File: config.mk
export PLATFORM = sky130hd
export DESIGN_NAME = fetch_seq
export DESIGN_NICKNAME = d
export VERILOG_FILES = /design/src/rtl/fetch_seq.sv
export SDC_FILE = /design/constraint.sdc
export NUM_CORES = 1
export LEC_CHECK = 0
export CORE_UTILIZATION = 46
export CTS_CLUSTER_DIAMETER = 60
export DETAILED_ROUTE_END_ITERATION = 6
export GPL_TIMING_DRIVEN = 0
export PLACE_DENSITY = 0.81
export SLEW_MARGIN = 20
export SYNTH_ARGS = -nofsm -noshare
export SYNTH_HDL_FRONTEND = slang
export SYNTH_SLANG_ARGS = --single-unit
File: constraint.sdc
create_clock -name clk -period 5.1 [get_ports clk]
set_clock_uncertainty 0.05 [all_clocks]
set_input_delay 1.02 -clock clk [delete_from_list [all_inputs] [get_ports clk]]
set_output_delay 1.02 -clock clk [all_outputs]
set_load 0.01 [all_outputs]
File: src/rtl/fetch_seq.sv
// Instruction-fetch sequencer: owns the PC, runs the imem request/response handshake, hands
// instructions to decode. Define FETCH_SEQ_MISALIGN_CHK_EN to halt on misaligned next-PC targets.
module fetch_seq #(
    parameter logic [31:0] RESET_PC = 32'h8000_0000
) (
    input  logic        clk,
    input  logic        rst,
    output logic        imem_req_valid,
    output logic [31:0] imem_req_addr,
    input  logic        imem_req_ready,
    input  logic        imem_rsp_valid,
    input  logic [31:0] imem_rsp_data,
    output logic        imem_rsp_ready,
    output logic        inst_valid,
    output logic [31:0] inst,
    output logic [31:0] inst_pc,
    input  logic        inst_ready,
    input  logic        trap_en,
    input  logic [31:0] trap_vec,
    input  logic        jalr_en,
    input  logic [31:0] jalr_tgt,
    input  logic        jal_en,
    input  logic        br_en,
    input  logic [31:0] offset,
    input  logic        halt_req,
    output logic [31:0] pc,
    output logic        halted,
    output logic        misalign_err,
    output logic [31:0] inst_cnt
);

    typedef enum logic [2:0] {S_BOOT, S_REQ, S_WAIT, S_HOLD, S_HALT} state_t;

    state_t      r_state, w_next;
    logic [31:0] r_pc, r_inst, r_inst_pc, r_cnt;
    logic        r_mis;
    logic        w_consume;
    logic [31:0] w_tgt, w_npc;
    logic        w_mis;

    assign w_consume = (r_state == S_HOLD) && inst_ready;

    // Only the highest-priority asserted redirect contributes to the target.
    always_comb begin
        w_tgt = r_pc + 32'd4;
        if (trap_en)
            w_tgt = trap_vec;
        else if (jalr_en)
            w_tgt = jalr_tgt & ~32'd1;
        else if (jal_en || br_en)
            w_tgt = r_inst_pc + (offset << 1);
    end

`ifdef FETCH_SEQ_MISALIGN_CHK_EN
    assign w_mis = |w_tgt[1:0];
    assign w_npc = w_tgt;
`else
    assign w_mis = 1'b0;
    assign w_npc = w_tgt & ~32'd3;
`endif

    always_ff @(posedge clk or posedge rst) begin
        if (rst)
            r_state <= S_BOOT;
        else
            r_state <= w_next;
    end

    always_comb begin
        w_next = r_state;
        case (r_state)
            S_BOOT: w_next = S_REQ;
            S_REQ:  if (imem_req_ready) w_next = S_WAIT;
            S_WAIT: if (imem_rsp_valid) w_next = S_HOLD;
            S_HOLD: if (inst_ready) w_next = (halt_req || w_mis) ? S_HALT : S_REQ;
            S_HALT: w_next = S_HALT;
            default: w_next = S_BOOT;
        endcase
    end

    always_comb begin
        imem_req_valid = 1'b0;
        imem_rsp_ready = 1'b0;
        inst_valid     = 1'b0;
        halted         = 1'b0;
        case (r_state)
            S_REQ:  imem_req_valid = 1'b1;
            S_WAIT: imem_rsp_ready = 1'b1;
            S_HOLD: inst_valid     = 1'b1;
            S_HALT: halted         = 1'b1;
            default: ;
        endcase
    end

    always_ff @(posedge clk or posedge rst) begin
        if (rst) begin
            r_pc      <= RESET_PC;
            r_inst    <= '0;
            r_inst_pc <= '0;
            r_cnt     <= '0;
            r_mis     <= 1'b0;
        end else begin
            if (r_state == S_WAIT && imem_rsp_valid) begin
                r_inst    <= imem_rsp_data;
                r_inst_pc <= r_pc;
            end
            // Halt outranks every redirect; a misaligned target halts with pc left as is.
            if (w_consume) begin
                r_cnt <= r_cnt + 32'd1;
                if (!halt_req) begin
                    if (w_mis)
                        r_mis <= 1'b1;
                    else
                        r_pc  <= w_npc;
                end
            end
        end
    end

    assign imem_req_addr = r_pc;
    assign pc            = r_pc;
    assign inst          = r_inst;
    assign inst_pc       = r_inst_pc;
    assign inst_cnt      = r_cnt;
    assign misalign_err  = r_mis;

endmodule

==> run metrics, run 1 <==
status=finished clean; Netlist cell types=slightly above 80; Post-Route WL=between 20000 and 30000 µm; GRT overflow=0; Cells after Synth=approximately 840; CP required=about 5400 ps; vias in the first global route=between 7k and 8k; Hold Path Class=flip-flop to flip-flop; Routability Congestion=between 0.8 and 0.9; classification of the worst setup path=input port to flip-flop; Skew-Pair Late Insertion Delay=roughly 430 ps; clock transition at the registers of the reported paths=about 60 ps; vias after detailed routing=7843; core area=about 0.017 mm²; initial core utilization=a little under half; H-Tree Depth=4; largest family of logic cells by synthesized area=compound AO/OA/AOI/OAI gates; met2 Track Usage GR=between 40% and 50%; share of the synthesized area in the top cell type=around two fifths; DRT iter0 DRCs=~560; final core utilization=between 60% and 70%; Vias/cell=approximately 5.6; nets@finish=about 1.3k; all-layer global routing usage=29.36%; chip height=~140 µm; number of synthesized register bits=between 100 and 150; met1 Track Usage GR=~36%; DRT Pass-1 Iters=6; IO Port Bufs=approximately 290; M3 GR Usage=under 10%; Top Ports=just over 300; Synth Area in Compound Gates=17.97%; crit share post-route=between 70% and 80%; final worst path period need=approximately 3600 ps; critical path endpoint category=flip-flop; static leakage=between 0.005 and 0.006 µW; Mapped Area=around 0.0082 mm²; CP Launch Type=input port; Synth async-reset ratio=between 90% and 100%; layout cells sized above 1=approximately 15%; largest net degree at the start of global routing=between 90 and 100; Post-synth EDFFs=0; DR WL/cell=roughly 19 µm; initial antenna violation count=1; P per Cell Area=~560 mW/mm²; RSZ-0062 raised after global routing=false; Ys Warns=0; crit path max fanout=5; number of CTS-inserted buffers=17; DRC viols=0; CTS tree=built; Max Root-Sink Buffers=2; Fin Setup TNS=0 ps; Sink Count=between 100 and 150; Area contributors post-synth=dfrtp_1 39%, mux2_2 8.7%, xnor2_1 5.7%; Max Fclk=0.2771 GHz; Die X=approximately 140 µm; Syn Area/Cell=about 9.7 µm²; maximum vdd drop=310.1 µV; Slew Viols, Final=0; first-pass GRT wire length=a little over 40000 µm; mux cell area share after synthesis=between 9 and 10%; worst-margin pin slew=736.2 ps; Layout area overhead=47.25%; Worst Path Arrival=between 3000 and 4000 ps; Synth Area in Simple Gates=around 15%; Max-Cap Viols=0; post-CTS setup buffer count=0; Die Footprint=between 0.015 and 0.02 mm²; global route hottest layer=met2; most frequent cells in the layout=287 x clkdlybuf4s50_1, 126 x dfrtp_1, 79 x nand2_1, 63 x mux2_2, 55 x a21oi_1; relative slew slack=50.92%; setup violators final=0; sequential area share after synthesis=between 30% and 40%; post-synthesis xor/xnor area fraction=approximately 8%; most common cell after layout, fill and taps aside=clkdlybuf4s50_1; largest area contributor in the netlist=dfrtp_1; CTS resizes=0; Top FF cell, synth=dfrtp_1; adder-cell area share of the yosys netlist=between 4 and 5%; FP Rows=48; CTS root buf=clkbuf_16; hold_buf cts=0; DP HPWL=between 15000 and 20000 µm; Power Total=6708 µW; ANT nets after route=0; final hold violation count=0
[registers in the layout, summed over array words and instances, names as in the netlist]
name           flops
r_state            3
imem_req_addr     30
inst              32
inst_pc           30
inst_cnt          32
[cell usage after synthesis (all sizes together), types with 6 or more instances]
cell type  number
a211oi          8
a21o           14
a21oi          58
a221oi          9
and3           14
and4            7
buf            49
clkbuf         25
dfrtp         126
ha             31
inv            15
mux2           64
nand2          79
nand3          35
nand4          17
nor2           55
nor3            9
nor3b           7
o211ai         11
o21ai          48
o21bai          6
o22ai          10
xnor2          53
xor2           23
[cell families after synthesis]
| family | Yosys count |
|---|---|
| multiplexers | 68 |
| flip-flops | 127 |
| adder cells (fa/ha/maj) | 32 |
| XOR/XNOR | 76 |
| other | 1 |
| buffers and inverters | 89 |
| AO/OA/AOI/OAI | 208 |
| AND/OR/NAND/NOR | 241 |
[power breakdown]
part           internal (µW)  leakage [µW]  switching (µW)
Sequential              1390       0.00159             471
Clock                    838      0.000319             528
Combinational           1920       0.00313            1560
[final cells by class]
cell class	instances	area (µm²)
clock buffer	17	425.4
tap	225	281.5
inverter	15	63.81
clock inverter	15	224.0
timing repair buffer	288	2900
fill	1397	5308
sequential	127	3179
multi-input combinational	632	4539
antenna	2	5.005
buffer	74	430.4
[worst paths after layout]
| check | start | to | slack (ps) | cells past startpoint |
|---|---|---|---|---|
| worst max-delay path | offset[1] | imem_req_addr[24]$_DFFE_PP0P_ | 1490 | 11 |
| worst min-delay path | inst_cnt[31]$_DFFE_PP0P_ | inst_cnt[31]$_DFFE_PP0P_ | 420 | 1 |
| worst max register to register | inst_pc[2]$_DFFE_PP0P_ | imem_req_addr[24]$_DFFE_PP0P_ | 2100 | 10 |
| worst min register to register | inst_cnt[31]$_DFFE_PP0P_ | inst_cnt[31]$_DFFE_PP0P_ | 420 | 1 |
| max in group asynchronous | rst | imem_req_addr[31]$_DFFE_PP1P_ | 3290 | 3 |
| min in group asynchronous | rst | inst[15]$_DFFE_PP0P_ | 920 | 2 |
[metrics by stage]
stage / std cells / hold slack [ps] / cell area [µm²] / setup WS [ps]
5_1_grt: 1394 / 432.8 / 12050 / 1410
6_report: 1395 / 421.7 / 12050 / 1491
3_5_place_dp: 1361 / 415.3 / 11390 / 1112
2_1_floorplan: 848 / 453.9 / 8205 / 647.4
4_1_cts: 1393 / 423.5 / 12040 / 1521
3_3_place_gp: 1360 / 405.7 / 11360 / -1441
[layer usage]
layer | routed length, µm | up-vias
li1 | - | 3649
met1 | 10790 | 3746
met2 | 12830 | 393
met3 | 2362 | 55
met4 | 752 | 0
met5 | 0 | -
[worst max-delay path, cell delays in order]
cell	delay, ps
clkdlybuf4s50_1	400
ha_1	220
fa_1	410
a21o_1	230
a41o_2	340
a41oi_4	310
o21ai_2	110
a21oi_2	320
nor3_1	120
mux2_1	320
nor2_1	100
No activity file was read; power rests on OpenSTA's default activity.
==> run 2, diff against run 1 <==
Settings changed: CORE_UTILIZATION 46 to 41, PLACE_DENSITY 0.81 to 0.76.
Clock period 5.1 ns to 3.3 ns, I/O delays scaled along.
==> run metrics, run 2 (synthesis gave the netlist of run 1 again) <==
status=finished clean (unchanged); slowest CP cell=fa_1 (unchanged); r2r startpoint=inst_pc[2]$_DFFE_PP0P_ (unchanged); Sink Count=127 (unchanged); Worst Path Buf+Inv=1 (unchanged); DR WL/cell=18.90 µm (was 19.17 µm); CP required=3550 ps (was 5410 ps); hold_buf cts=0 (unchanged); Max Fclk=0.3114 GHz; core area=0.01953 mm² (was 0.01736 mm²); layout cells sized above 1=15.86% (was 15.41%); CTS tree=built (unchanged); number of CTS-inserted buffers=17 (unchanged); vias after detailed routing=7760 (was 7843); final worst path period need=roughly 3200 ps; final core utilization=62.08% (was 69.42%); pre-CTS WS=-355.8 ps (was 1112 ps); initial antenna violation count=0 (was 1); largest net degree at the start of global routing=30 (was 91); fin worst setup slack=88.24 ps (was 1491 ps); vias in the first global route=7635 (was 7716); crit path max fanout=5 (unchanged); classification of the worst setup path=input port to flip-flop (unchanged); Power Total=10190 µW (was 6708 µW); maximum vdd drop=364.2 µV (was 310.1 µV); Worst Path Arrival=3460 ps (was 3920 ps); Max Root-Sink Buffers=2 (unchanged); Setup crit start=offset[1] (unchanged); Max-Cap Viols=0 (unchanged); RSZ-0062 raised after global routing=true (was false); Vias/cell=5.393 (was 5.622); nets@finish=1330 (was 1325); DRC viols=0 (unchanged); highest routed layer=met4 (unchanged); relative slew slack=44.02% (was 50.92%); Multi-input gate area=0.004551 mm² (was 0.004539 mm²); CTS root buf=clkbuf_16 (unchanged); clock transition at the registers of the reported paths=70 ps (was 60 ps); hold_ws=427.9 ps (was 421.7 ps); H-Tree Depth=4 (unchanged); Post-Route WL=27200 µm (was 26740 µm); CP Launch Type=input port (unchanged); FF-to-FF setup slack=360 ps (was 2100 ps); Layout area overhead=48.13% (was 47.25%); M1 wire length=11050 µm (was 10790 µm); crit-path max cell delay=420 ps (was 410 ps); chip height=143.3 µm (was 135.4 µm); Routability Congestion=0.9071 (was 0.8878); worst path cell trace=clkdlybuf4s50_1, ha_1, fa_1, a21o_1, a41o_2, a41oi_4, o21ai_2, a21oi_4, o31ai_1, xnor2_1, o21ai_1 (was clkdlybuf4s50_1, ha_1, fa_1, a21o_1, a41o_2, a41oi_4, o21ai_2, a21oi_2, nor3_1, mux2_1, nor2_1); Top Ports=303 (unchanged); worst-margin pin slew=839.7 ps (was 736.2 ps); IO Port Bufs=287 (unchanged); GRT overflow=0 (unchanged); setup violators final=0 (unchanged); final hold violation count=0 (unchanged); DRT Pass-1 Iters=5 (was 6); FP Rows=51 (was 48); most frequent cells in the layout=287 x clkdlybuf4s50_1, 126 x dfrtp_1, 79 x nand2_1, 63 x mux2_2, 54 x a21oi_1 (was 287 x clkdlybuf4s50_1, 126 x dfrtp_1, 79 x nand2_1, 63 x mux2_2, 55 x a21oi_1); static leakage=0.005042 µW (was 0.005036 µW); metal2 WL=13210 µm (was 12830 µm); CP delay by family, top=compound AO/OA/AOI/OAI gates (unchanged); initial core utilization=41.91% (was 47.15%); FILL cells=1674 (was 1397); hold_sp=inst_cnt[31]$_DFFE_PP0P_ (unchanged); all-layer global routing usage=26.77% (was 29.36%); DR WL met3=2427 µm (was 2362 µm); DRT iter0 DRCs=408 (was 564); DP HPWL=20790 µm (was 19980 µm); Die X=143.3 µm (was 135.4 µm); crit share post-route=~97%; Slew Viols, Final=0 (unchanged); critical path endpoint category=flip-flop (unchanged); Hold Path Class=flip-flop to flip-flop (unchanged); P per Cell Area=840.7 mW/mm² (was 556.7 mW/mm²); Die Footprint=0.02053 mm² (was 0.01833 mm²); Skew-Pair Late Insertion Delay=430 ps (about the same); first-pass GRT wire length=41280 µm (was 40900 µm); most common cell after layout, fill and taps aside=clkdlybuf4s50_1 (unchanged); ANT nets after route=0 (unchanged); Reg area=0.003179 mm² (unchanged)
[run 2: cell count changes in the layout (fill, tap and decap cells not counted), sizes merged]
cell / previous run / this run
inv: 23 / 25
clkinv: 3 / 4
buf: 50 / 55
diode: 2 / 1
bufinv: 4 / 0
clkinvlp: 0 / 1
[run 2: area by class of cell]
class                           count  area share, %
Antenna cell                        1        0.02064
Buffer                             74          3.551
Clock buffer                       17          3.510
Clock inverter                     15          1.373
Inverter                           15         0.4955
Multi-Input combinational cell    632          37.54
Sequential cell                   127          26.23
Tap cell                          265          2.735
Timing Repair Buffer              293          24.55
[run 2: worst paths after layout]
check                                           endpoint  cells after the start
min                             inst_cnt[31]$_DFFE_PP0P_                      1
max reg2reg                imem_req_addr[28]$_DFFE_PP0P_                     10
min reg2reg                     inst_cnt[31]$_DFFE_PP0P_                      1
max                        imem_req_addr[28]$_DFFE_PP0P_                     11
max in group asynchronous  imem_req_addr[10]$_DFFE_PP0P_                      4
min in group asynchronous           inst[10]$_DFFE_PP0P_                      2
[run 2: power breakdown]
part | internal [µW] | switching [µW] | total [µW]
Clock | 1020 | 872 | 1890
Sequential | 2140 | 739 | 2880
Combinational | 3000 | 2420 | 5420
Total | 6160 | 4030 | 10200
[run 2: worst register-to-register path, delay by kind of cell (launching register included)]
kind | cells | cell delay (ps)
xor+xnor | 1 | 250
flops | 1 | 390
fa+ha+maj | 2 | 630
compound gates | 7 | 1500
[run 2: timing repair]
action | 4_1_cts | 5_1_grt
resized for setup | 0 | 2
endpoints found under the setup margin | 0 | 3
setup buffers | 0 | 2
[run 2: routing by layer]
layer  vias up  track usage, %
li1       3657               -
met1      3703           32.84
met2       359           44.70
met3        41           8.283
met4         0           8.511
met5         -               0
[run 2: through the flow]
stage,std cells,TNS (ps),instance area [µm²]
floorplan,848,0,8209
global placement,1400,-39590,11410
detailed placement,1404,-2723,11500
CTS,1436,0,12090
global route,1438,-2.142,12120
finish,1439,0,12120
